--- src/rtl/ex_stage.sv ---
// Execute stage: forwarding muxes, ALU, optional iterative mul/div FSM (EX_MULDIV_EN)
// and the EX/MEM pipeline register.
module ex_stage #(
    parameter logic [4:0]  LINK_REG  = 5'd31,
    parameter logic [31:0] DIVZERO_Q = 32'hFFFF_FFFF
) (
    input  logic        clk,
    input  logic        rst,
    input  logic [31:0] ID_EX_Rs,
    input  logic [31:0] ID_EX_Rt,
    input  logic [31:0] ID_EX_ImmExt,
    input  logic [4:0]  ID_EX_RtAddr,
    input  logic [4:0]  ID_EX_RdAddr,
    input  logic [3:0]  ID_EX_ALUOp,
    input  logic        ID_EX_ALUSrc1,
    input  logic        ID_EX_ALUSrc2,
    input  logic [1:0]  ID_EX_RegDst,
    input  logic        ID_EX_MemRd,
    input  logic        ID_EX_MemWr,
    input  logic        ID_EX_RegWr,
    input  logic [1:0]  ID_EX_MemtoReg,
    input  logic [31:0] ID_EX_PC4,
    input  logic [1:0]  ForwardA,
    input  logic [1:0]  ForwardB,
    input  logic [31:0] MEM_WB_WrData,
    output logic        ex_busy,
    output logic [31:0] EX_MEM_ALUOut,
    output logic [31:0] EX_MEM_WrData,
    output logic [31:0] EX_MEM_PC4,
    output logic [4:0]  EX_MEM_WrAddr,
    output logic        EX_MEM_MemRd,
    output logic        EX_MEM_MemWr,
    output logic        EX_MEM_RegWr,
    output logic [1:0]  EX_MEM_MemtoReg
);

    localparam int unsigned XLEN = 32;

    logic [XLEN-1:0] f_a, f_b, op_a, op_b, alu_res;
    logic [4:0]      wr_addr;

    always_comb begin
        case (ForwardA)
            2'b01:   f_a = EX_MEM_ALUOut;
            2'b10:   f_a = MEM_WB_WrData;
            default: f_a = ID_EX_Rs;
        endcase
        case (ForwardB)
            2'b01:   f_b = EX_MEM_ALUOut;
            2'b10:   f_b = MEM_WB_WrData;
            default: f_b = ID_EX_Rt;
        endcase
    end

    assign op_a = ID_EX_ALUSrc1 ? {27'b0, ID_EX_ImmExt[10:6]} : f_a;
    assign op_b = ID_EX_ALUSrc2 ? ID_EX_ImmExt : f_b;

    // Single-cycle ALU; mul/div opcodes fall into the zero default
    always_comb begin
        alu_res = '0;
        case (ID_EX_ALUOp)
            4'd0:    alu_res = op_a + op_b;
            4'd1:    alu_res = op_a - op_b;
            4'd2:    alu_res = op_a & op_b;
            4'd3:    alu_res = op_a | op_b;
            4'd4:    alu_res = op_a ^ op_b;
            4'd5:    alu_res = ~(op_a | op_b);
            4'd6:    alu_res = XLEN'($signed(op_a) < $signed(op_b));
            4'd7:    alu_res = XLEN'(op_a < op_b);
            4'd8:    alu_res = op_b << op_a[4:0];
            4'd9:    alu_res = op_b >> op_a[4:0];
            4'd10:   alu_res = XLEN'($signed(op_b) >>> op_a[4:0]);
            4'd11:   alu_res = {op_b[15:0], 16'h0000};
            default: alu_res = '0;
        endcase
    end

    always_comb begin
        case (ID_EX_RegDst)
            2'b00:   wr_addr = ID_EX_RtAddr;
            2'b01:   wr_addr = ID_EX_RdAddr;
            2'b10:   wr_addr = LINK_REG;
            default: wr_addr = 5'd0;
        endcase
    end

`ifdef EX_MULDIV_EN
    typedef enum logic [1:0] {IDLE, BUSY, DONE} state_t;

    state_t          state;
    logic [3:0]      md_op;
    logic [4:0]      md_cnt;
    logic [XLEN-1:0] md_a, md_b, md_acc, md_res;
    logic [XLEN:0]   rem_sh, rem_sub;
    logic            is_md;

    assign is_md   = (ID_EX_ALUOp == 4'd12) || (ID_EX_ALUOp == 4'd13) || (ID_EX_ALUOp == 4'd14);
    assign ex_busy = ((state == IDLE) && is_md) || (state == BUSY);

    // Restoring divide: md_a shifts dividend out / quotient in, md_acc holds the remainder
    assign rem_sh  = {md_acc, md_a[XLEN-1]};
    assign rem_sub = rem_sh - {1'b0, md_b};

    always_comb begin
        case (md_op)
            4'd12:   md_res = md_acc;
            4'd13:   md_res = (md_b == '0) ? DIVZERO_Q : md_a;
            4'd14:   md_res = md_acc;
            default: md_res = '0;
        endcase
    end
`else
    assign ex_busy = 1'b0;
`endif

    always_ff @(posedge clk) begin
        if (rst) begin
            EX_MEM_ALUOut   <= '0;
            EX_MEM_WrData   <= '0;
            EX_MEM_PC4      <= '0;
            EX_MEM_WrAddr   <= '0;
            EX_MEM_MemRd    <= 1'b0;
            EX_MEM_MemWr    <= 1'b0;
            EX_MEM_RegWr    <= 1'b0;
            EX_MEM_MemtoReg <= '0;
`ifdef EX_MULDIV_EN
            state  <= IDLE;
            md_op  <= '0;
            md_cnt <= '0;
            md_a   <= '0;
            md_b   <= '0;
            md_acc <= '0;
`endif
        end else begin
            EX_MEM_ALUOut   <= alu_res;
            EX_MEM_WrData   <= f_b;
            EX_MEM_PC4      <= ID_EX_PC4;
            EX_MEM_WrAddr   <= wr_addr;
            EX_MEM_MemRd    <= ID_EX_MemRd;
            EX_MEM_MemWr    <= ID_EX_MemWr;
            EX_MEM_RegWr    <= ID_EX_RegWr;
            EX_MEM_MemtoReg <= ID_EX_MemtoReg;
`ifdef EX_MULDIV_EN
            case (state)
                IDLE: begin
                    if (is_md) begin
                        md_op        <= ID_EX_ALUOp;
                        md_cnt       <= '0;
                        md_a         <= op_a;
                        md_b         <= op_b;
                        md_acc       <= '0;
                        EX_MEM_MemRd <= 1'b0;
                        EX_MEM_MemWr <= 1'b0;
                        EX_MEM_RegWr <= 1'b0;
                        state        <= BUSY;
                    end
                end
                BUSY: begin
                    if (md_op == 4'd12) begin
                        if (md_b[0]) md_acc <= md_acc + md_a;
                        md_a <= md_a << 1;
                        md_b <= md_b >> 1;
                    end else if (!rem_sub[XLEN]) begin
                        md_acc <= rem_sub[XLEN-1:0];
                        md_a   <= {md_a[XLEN-2:0], 1'b1};
                    end else begin
                        md_acc <= rem_sh[XLEN-1:0];
                        md_a   <= {md_a[XLEN-2:0], 1'b0};
                    end
                    md_cnt       <= 5'(md_cnt + 5'd1);
                    EX_MEM_MemRd <= 1'b0;
                    EX_MEM_MemWr <= 1'b0;
                    EX_MEM_RegWr <= 1'b0;
                    if (md_cnt == 5'd31) state <= DONE;
                end
                DONE: begin
                    EX_MEM_ALUOut <= md_res;
                    state         <= IDLE;
                end
                default: state <= IDLE;
            endcase
`endif
        end
    end

endmodule

--- config.mk ---
export PLATFORM = sky130hd
export DESIGN_NAME = ex_stage
export DESIGN_NICKNAME = d
export VERILOG_FILES = /design/src/rtl/ex_stage.sv
export SDC_FILE = /design/constraint.sdc
export NUM_CORES = 1
export LEC_CHECK = 0
export ABC_AREA = 1
export CELL_PAD_IN_SITES_DETAIL_PLACEMENT = 1
export CELL_PAD_IN_SITES_GLOBAL_PLACEMENT = 2
export CORE_ASPECT_RATIO = 1.75
export CORE_UTILIZATION = 29
export DETAILED_ROUTE_END_ITERATION = 12
export GPL_TIMING_DRIVEN = 1
export PLACE_DENSITY = 0.95
export SLEW_MARGIN = 20
export SYNTH_ARGS = -nofsm -noshare
export SYNTH_HDL_FRONTEND = slang
export SYNTH_SLANG_ARGS = --single-unit
--- constraint.sdc ---
create_clock -name clk -period 7.85 [get_ports clk]
set_clock_uncertainty 0.05 [all_clocks]
set_input_delay 0.785 -clock clk [delete_from_list [all_inputs] [get_ports clk]]
set_output_delay 0.785 -clock clk [all_outputs]
set_load 0.05 [all_outputs]
After elaboration in Yosys (flattened, before gate mapping)
Cells that the tools add are included.

Bits of input ports: 189. Register bits after elaboration: 106. Logic and storage cells: 44. Output and inout port bits: 107.

Bitwise operators: 4. Reduce and logical (&&, ||, !) cells: 2. Add/subtract/negate cells: 2. Shift operators: 3. Eq/ne operators: 17. Multiplexer cells: 6. Magnitude comparators: 2.

Operator list (number): case mux 32 bit (12 select lines) (1); case mux 32 bit (2 select lines) (2); < comparator 32 bit (2); two-way mux 32 bit (2); adder 32 bit (1); AND 32 bit (1); NOT 32 bit (1); bitwise OR 32 bit (1); left shift 32 x 5 -> 32 bit (1); right shift 32 x 5 -> 32 bit (1); >>> shifter 32 x 5 -> 32 bit (1); subtractor 32 bit (1); bitwise XOR 32 bit (1); == test 4 x 3 -> 1 bit, second input constant (4); == test 4 bit, second input constant (4); case mux 5 bit (3 select lines) (1); == test 4 x 2 -> 1 bit, second input constant (2); == test 2 x 1 -> 1 bit, second input constant (3); == test 2 bit, second input constant (3); == test 4 x 1 -> 1 bit, second input constant (1); zero test 4 bit (1); zero test 2 bit (1).

Logic depth before layout (Yosys ltp)
Gate-level depths: netlist (run 1).

Depth in word-level cells: 6. Gate-level depth with buffers: 28. Mapped depth without buffers: 26.

Worst setup path before layout (run 1)
OpenSTA, ideal clock, no wires.

Kind: input -> register. Start: in ForwardB[0]. End: reg EX_MEM_ALUOut[0]. Arrival time: 3.780 ns. Path buffers: 1. Library setup time: 0.128 ns. Stages: 25. Setup slack: 3.893 ns. Data required time: 7.672 ns. Cell sequence: inv_1 > ha_1 > inv_2 > buf_2 > nand3_1 > o21ai_0 > nand2_1 > o21ai_2 > inv_1 > ha_1 > fa_1 > inv_1 > nand2_1 > nand2_1 > o21ai_1 > o21ai_1 > nand3_1 > nand2_1 > nand2_1 > nand2_1 > nand2_1 > a21oi_1 > nor2_1 > nor2_1 > nor2_1.

Cells in the longest elaborated chain, start to end: 6. Elaborated cells on any way between the ends: 16. Classes of those cells: add/sub (2); order compare (2); eq/ne (2); shift (3); mux (3); bitwise (4).

RTL lines: start, declared (RTL line 24) `input logic [1:0] ForwardB,`; == test 2 bit or == test 2 x 1 -> 1 bit (tied branches) (RTL line 48) `case (ForwardB)`; case mux 32 bit (2 select lines) (*) (RTL line 48); two-way mux 32 bit (*) (RTL line 56) `assign op_b = ID_EX_ALUSrc2 ? ID_EX_ImmExt : f_b;`; parallel branches: the longest is 2 deep, another holds subtractor 32 bit; case mux 32 bit (12 select lines) (*) (RTL line 61) `case (ID_EX_ALUOp)`; end signal, assigned (RTL line 135) `EX_MEM_ALUOut <= alu_res;`; end, declared (RTL line 27) `output logic [31:0] EX_MEM_ALUOut,`.

Mark *: on every way between the ends. A chain may end at the register's enable or synchronous reset.

Final worst setup path (run 1)
Start: in ForwardB[0]. End: reg EX_MEM_ALUOut[14].

Same word-level chain as after synthesis.

==> reports/qor.yml, run 1 <==
cp-end-kind: "flip-flop"
cts.sinks: 106
insertion_delay_ns: 0.41
gr-total-overflow: 0
synthFlopType: "dfxtp_1"
path_max_fanout: 54
rsz0062_at_grt: "false"
ys_ff_latch: 106
yosys_warnings: 0
crit_required_ns: 8.14
drc: 0
tightestPinTransition_ns: 1.16
postCtsHoldBufs: 0
h-tree-depth: 3
track_usage_pct: 40.4
numCtsBuffers: 9
clk_path_buf_depth: 2
fin_util_pct: 36.6
vias: 20668
hp-class: "flip-flop to flip-flop"
synth_area_um2: 15000
grt_pass1_vias: 21399
antenna_found_initial: 11
max_cap_viol_count: 0
cts_resized: 0
drive_above_1_share_pct: 5.42
fin_area_um2: 18600
hpwl_um: 89300
syn-num-nets: 2981
synth_edf_count: 0
fin_ws_ns: 1.47
cts_setup_buffers: 0
fmax_ghz: 0.157
crit_arrival_ns: 6.68
met2_usage_pct: 69.1
r2r_slack_ns: 2.47
ant_nets: 0
dp_slack_ns: 1.17
slew_headroom_pct: 22.1
tns_ns: 0
p_leak_uw: 0.00870
dpl.cell_count: 3529
syn-instance-count: 2680
root_buffer: "clkbuf_16"
cts_tree: "built"
grt_use_met1_pct: 40.6
start_kind: "input pin"
ys_async_sr_fraction_pct: 0
initial_core_util_pct: 29.5
fillers: 6932
ys_types: 55
grt_max_degree: 70
drtIter0Drc: 1784
setup.worst_path.class: "input pin to flip-flop"
status: "complete, no violations"
synth.avg_cell_area_um2: 5.58
placed_area_um2: 18200
slew_viol_final: 0
grt_first_pass_wirelength_um: 151000
die_x_um: 174
setup_viol: 0
nets: 3175
ys_seq_area_share_pct: 14.2
die_area_um2: 52600
fin_cells: 3551
final_hold_viol_count: 0
coreArea_um2: 50700
cts.reportedPaths.clkPinSlew_ns: 0.12
p_per_area_nw_per_um2: 168
wl_per_cell_um: 30.9
finalCritPeriodShare_pct: 81.3
firstDrtPassIters: 5
wl_um: 110000
globalRouteMet3Util_pct: 7.39
ios: 296
ir_drop_v: 0.000160
vias_per_cell: 5.82
die-height_um: 303
top_usage_layer: "met2"
place.gp.congestion: 1.05
portBuffers: 294
row_count: 109
fin_crit_ns: 6.38
area_growth_pct: 24.1
-- Yosys cell counts, drive strengths merged (34+ instances only) --
library cell / instances / area [µm²]
nand2: 736 / 2870
nand3: 528 / 2710
nor2: 281 / 1070
inv: 267 / 1000
a21oi: 143 / 716
o21ai: 137 / 712
ha: 110 / 1380
dfxtp: 106 / 2120
buf: 81 / 499
clkbuf: 55 / 210
or2: 43 / 269
a221oi: 34 / 298
-- power breakdown --
| part | internal (µW) | leakage, µW | switching, µW | total, µW |
|---|---|---|---|---|
| registers | 581 | 0.000878 | 58.5 | 640 |
| clock network | 233 | 0.000153 | 296 | 529 |
| logic | 538 | 0.00767 | 1420 | 1960 |
-- final cells by class --
cell class              instances  area, µm²  area share (%)
clock inverters                 7       88.8           0.478
diodes                          6       15.0          0.0809
clock buffers                   9        225            1.21
flip-flops and latches        106       2120            11.4
multi-input cells            2170      11100            60.0
inverters                     268       1010            5.43
repair buffers                319       3130            16.8
well taps                     666        833            4.49
-- stage by stage --
stage          total power, µW  hold slack [ns]
3_5_place_dp              2540            0.628
5_1_grt                   3230            0.702
6_report                  3130            0.653
3_3_place_gp              2520            0.612
4_1_cts                   3070            0.654
2_1_floorplan             1750            0.743
-- cell usage in the layout (no fill, tap or decap), drive strengths merged, types with 2 or more instances in the layout --
| cell type | count |
|---|---|
| nor4 | 8 |
| a21oi | 143 |
| o21ai | 137 |
| or2 | 43 |
| a2111oi | 2 |
| inv | 271 |
| a21boi | 4 |
| nor2 | 281 |
| a211oi | 10 |
| clkdlybuf4s50 | 293 |
| o2111ai | 2 |
| o21a | 5 |
| o21bai | 6 |
| nand3 | 528 |
| xor2 | 4 |
| fa | 2 |
| buf | 26 |
| and2 | 11 |
| nand3b | 6 |
| dfxtp | 106 |
| a211o | 2 |
| o22ai | 14 |
| a221oi | 34 |
| ha | 110 |
| o211ai | 10 |
| nand2 | 736 |
| a21o | 8 |
| nor3 | 23 |
| a31oi | 3 |
| nand4 | 31 |
| o221ai | 2 |
| diode | 6 |
| clkinv | 4 |
| clkbuf | 9 |
-- logic make-up (layout without fill, tap and decap cells) --
group	after synthesis	count (layout)	share of synthesized area, %
other	1	7	0.0251
DFF	106	106	14.2
buffers and inverters	404	603	11.5
xor gates and xnor gates	4	4	0.234
AOI/OAI and AO/OA	384	384	15.0
and+or+nand+nor	1669	1669	49.6
adders and majority gates	112	112	9.46
-- layer usage --
metal | up-vias | part of all wire (%) | wire [µm]
met5 | - | 0.037 | 41
li1 | 9250 | - | -
met2 | 1068 | 48 | 52400
met4 | 8 | 12 | 12800
met1 | 9959 | 34 | 37300
met3 | 383 | 6.5 | 7180
-- sequential cells by signal (all words and copies together), names as in the netlist --
register and count:
EX_MEM_ALUOut 32, EX_MEM_MemRd 1, EX_MEM_MemWr 1, EX_MEM_MemtoReg 2, EX_MEM_PC4 32, EX_MEM_RegWr 1, EX_MEM_WrAddr 5, EX_MEM_WrData 32
-- path summary, 6_finish.rpt --
| kind | start | to | cells after the start |
|---|---|---|---|
| worst min register to register | EX_MEM_ALUOut[9] | EX_MEM_WrData[9] | 4 |
| worst min-delay path | EX_MEM_ALUOut[9] | EX_MEM_WrData[9] | 4 |
| worst max register to register | EX_MEM_ALUOut[0] | EX_MEM_ALUOut[14] | 18 |
| worst max-delay path | ForwardB[0] | EX_MEM_ALUOut[14] | 23 |
-- critical path: stages --
cell,delay [ns]
clkdlybuf4s50_1,0.54
inv_1,0.07
ha_1,0.29
buf_4,0.20
inv_2,0.72
nand3_1,0.15
o21ai_0,0.16
nand2_1,0.11
o21ai_2,0.22
inv_1,0.20
ha_1,0.32
fa_1,0.50
inv_1,0.14
nand2_1,0.10
nand2_1,0.07
o21ai_1,0.14
o21ai_0,0.63
nand4_1,0.19
nand2_1,0.36
o21ai_0,0.15
a21oi_1,0.27
nor2_1,0.17
a21oi_1,0.17
Power figures use the tool's default switching activity.
==> run 2, diff against run 1 <==
--- a/config.mk
+++ b/config.mk
@@ -9,10 +9,10 @@
 export CELL_PAD_IN_SITES_DETAIL_PLACEMENT = 1
 export CELL_PAD_IN_SITES_GLOBAL_PLACEMENT = 2
 export CORE_ASPECT_RATIO = 1.75
-export CORE_UTILIZATION = 29
+export CORE_UTILIZATION = 24
 export DETAILED_ROUTE_END_ITERATION = 12
 export GPL_TIMING_DRIVEN = 1
-export PLACE_DENSITY = 0.95
+export PLACE_DENSITY = 0.85
 export SLEW_MARGIN = 20
 export SYNTH_ARGS = -nofsm -noshare
 export SYNTH_HDL_FRONTEND = slang
==> constraint.sdc (replaced) <==
create_clock -name clk -period 5.8 [get_ports clk]
set_clock_uncertainty 0.05 [all_clocks]
set_input_delay 0.58 -clock clk [delete_from_list [all_inputs] [get_ports clk]]
set_output_delay 0.58 -clock clk [all_outputs]
set_load 0.05 [all_outputs]
==> run 2 against run 1 <==
  * Die area increased by 21%
  * Cell area increased by 3.3%
  * Clock-buffer cell count stayed put
  * Combinational power is 38% higher
  * Non-clock buffer count up 62
  * Sequential power rose by 35%
  * Largest cell class unchanged
  * Worst hold slack got worse by 0.024 ns
==> reports/qor.yml, run 2 (synthesis gave the netlist of run 1 again) <==
r2r_slack_ns: 1.51  # -0.96 ns
rsz0062_at_grt: "false"
seq_area_um2: 2120  # unchanged
fillers: 8099  # +17%
crit_required_ns: 6.00  # -2.14 ns
drtIter0Drc: 1665  # -6.7%
firstDrtPassIters: 5  # unchanged
h-tree-depth: 3  # unchanged
numCtsBuffers: 9  # unchanged
multi_input_area_um2: 11100  # unchanged
cts.reportedPaths.clkPinSlew_ns: 0.10  # -0.02 ns
wl_per_cell_um: 29.1  # -5.8%
crit_arrival_ns: 5.40  # -1.28 ns
max_cap_viol_count: 0  # unchanged
setup_viol: 0  # unchanged
crit_buf_inv: 6  # unchanged
slowest_stage: "nor3_1"
p_leak_uw: 0.00901  # +3.5%
drive_above_1_share_pct: 7.41  # +2.0 points
crit_path_max_incr_delay_ns: 0.70  # -0.02 ns
cts.sinks: 106  # unchanged
ir_drop_v: 0.000177  # +11%
wl_um: 109000  # -0.95%
place.gp.congestion: 1.05  # -0.56%
hp-class: "input pin to flip-flop"
cts_tree: "built"
gr-total-overflow: 0  # unchanged
fin_crit_ns: 5.19
p_per_area_nw_per_um2: 222  # +32%
drc: 0  # unchanged
antenna_found_initial: 4  # -7
portBuffers: 294  # unchanged
row_count: 120  # +10%
hpwl_um: 90600  # +1.5%
final_hold_viol_count: 0  # unchanged
vias_per_cell: 5.48  # -5.9%
clk_path_buf_depth: 2  # unchanged
holdPathEnd: "EX_MEM_PC4[1]"
r2r_start: "EX_MEM_ALUOut[12]"
nets: 3237  # +2.0%
ios: 296  # unchanged
path_max_fanout: 27  # -50%
path_cells: "clkdlybuf4s50_1 -> inv_1 -> ha_1 -> buf_4 -> a221oi_1 -> nor2_1 -> inv_1 -> ha_1 -> inv_1 -> nand2_1 -> inv_1 -> nand2_1 -> nor3_1 -> nand2_1 -> nand3_1 -> nand3_1 -> nand2_1 -> nand2_1 -> nand2_1 -> nor2_1 -> nor2_1 -> nand2_1 -> nor2_1 -> nor2_1"
coreArea_um2: 61400  # +21%
grt_pass1_vias: 21302  # -0.45%
tightestPinTransition_ns: 1.13  # -0.0362 ns
ant_nets: 0  # unchanged
cts_resized: 0  # unchanged
final_cell_mix: "nand2_1 (696), nand3_1 (513), clkdlybuf4s50_1 (293), nor2_1 (274), inv_1 (250)"
fmax_ghz: 0.193
cts_setup_buffers: 0  # unchanged
die_x_um: 191  # +9.8%
initial_core_util_pct: 24.4  # -5.1 points
hold_depth: 2  # -2
insertion_delay_ns: 0.41  # about the same
die-height_um: 332  # +9.9%
cp-end-kind: "flip-flop"
p_total_uw: 4260  # +36%
setup.worst_path.class: "input pin to flip-flop"
start_kind: "input pin"
die_area_um2: 63400  # +21%
vias: 20465  # -0.98%
status: "complete, no violations"
worstReg2RegEnd: "EX_MEM_ALUOut[17]"
holdCritStartpoint: "rst"
tns_ns: 0  # unchanged
finalCritPeriodShare_pct: 89.5
slew_headroom_pct: 24.0  # +1.9 points
root_buffer: "clkbuf_16"
path_delay_family: "simple AND/OR/NAND/NOR gates"
track_usage_pct: 33.9  # -6.6 points
final_common_cell: "nand2_1"
postCtsHoldBufs: 0  # unchanged
top_regs: "EX_MEM_ALUOut: 32 flops, EX_MEM_PC4: 32 flops, EX_MEM_WrData: 32 flops"
r2r_cells: 20  # +2
grt_max_degree: 60  # -14%
area_growth_pct: 28.2
crit_path_frequent_cell: "nand2_1"
slew_viol_final: 0  # unchanged
grt_first_pass_wirelength_um: 152000  # +0.34%
==> run 2: how the worst max path moves through the flow <==
| stage | startpoint | end | slack [ns] | depth (start not counted) |
|---|---|---|---|---|
| final | ForwardA[0] | EX_MEM_ALUOut[17] | 0.61 | 24 |
| after global routing | ForwardA[0] | EX_MEM_ALUOut[17] | 0.40 | 24 |
| after CTS | ForwardB[0] | EX_MEM_ALUOut[23] | 0.83 | 22 |
| after detailed placement | ForwardB[0] | EX_MEM_ALUOut[23] | 0.42 | 22 |
| after global placement | ForwardB[0] | EX_MEM_ALUOut[23] | 0.38 | 22 |
| after floorplan | ForwardB[0] | EX_MEM_ALUOut[0] | 2.05 | 25 |
==> run 2: stage by stage <==
step           util [%]  instances  setup slack, ns  cell area, µm²  hold WS, ns
2_1_floorplan         -       2680             2.05           15000        0.637
5_1_grt            31.2       3734            0.398           19200        0.646
3_3_place_gp       30.7       3718            0.380           18900        0.622
3_5_place_dp       30.7       3718            0.416           18900        0.628
4_1_cts            31.2       3734            0.834           19200        0.632
6_report           31.2       3735            0.607           19200        0.629
==> run 2: report_power, final <==
part | leakage (µW) | internal [µW] | switching (µW)
Combinational | 0.00798 | 792 | 1910
Sequential | 0.000878 | 787 | 75.6
Clock | 0.000153 | 313 | 384
==> run 2: layout make-up <==
type | instances | share of cell area (%)
multi-input cells | 2170 | 58.1
repair buffers | 381 | 18.8
flip-flops and latches | 106 | 11.1
inverters | 268 | 5.26
well taps | 793 | 5.17
clock buffers | 9 | 1.17
clock inverters | 7 | 0.450
diodes | 1 | 0.0130
==> run 2: worst reg2reg max path, stage by stage (launching register included) <==
cell     delay (ns)
dfxtp_1        0.56
nand2_1        0.13
nand3_2        0.12
nand3_2        0.16
nand2_2        0.30
inv_2          0.11
ha_1           0.43
nor2_1         0.32
nand2_1        0.15
nor3_1         0.70
nand2_1        0.16
nand3_1        0.22
nand3_1        0.13
nand2_1        0.09
nand2_1        0.05
nand2_1        0.05
nor2_1         0.04
nor2_1         0.19
nand2_1        0.07
nor2_1         0.10
nor2_1         0.05
==> run 2: metal layers <==
metal  global-route usage (%)  wire length, µm
met5                        0               49
met1                     32.3            35800
met2                     58.6            53300
met3                     5.57             5770
met4                     36.4            13700
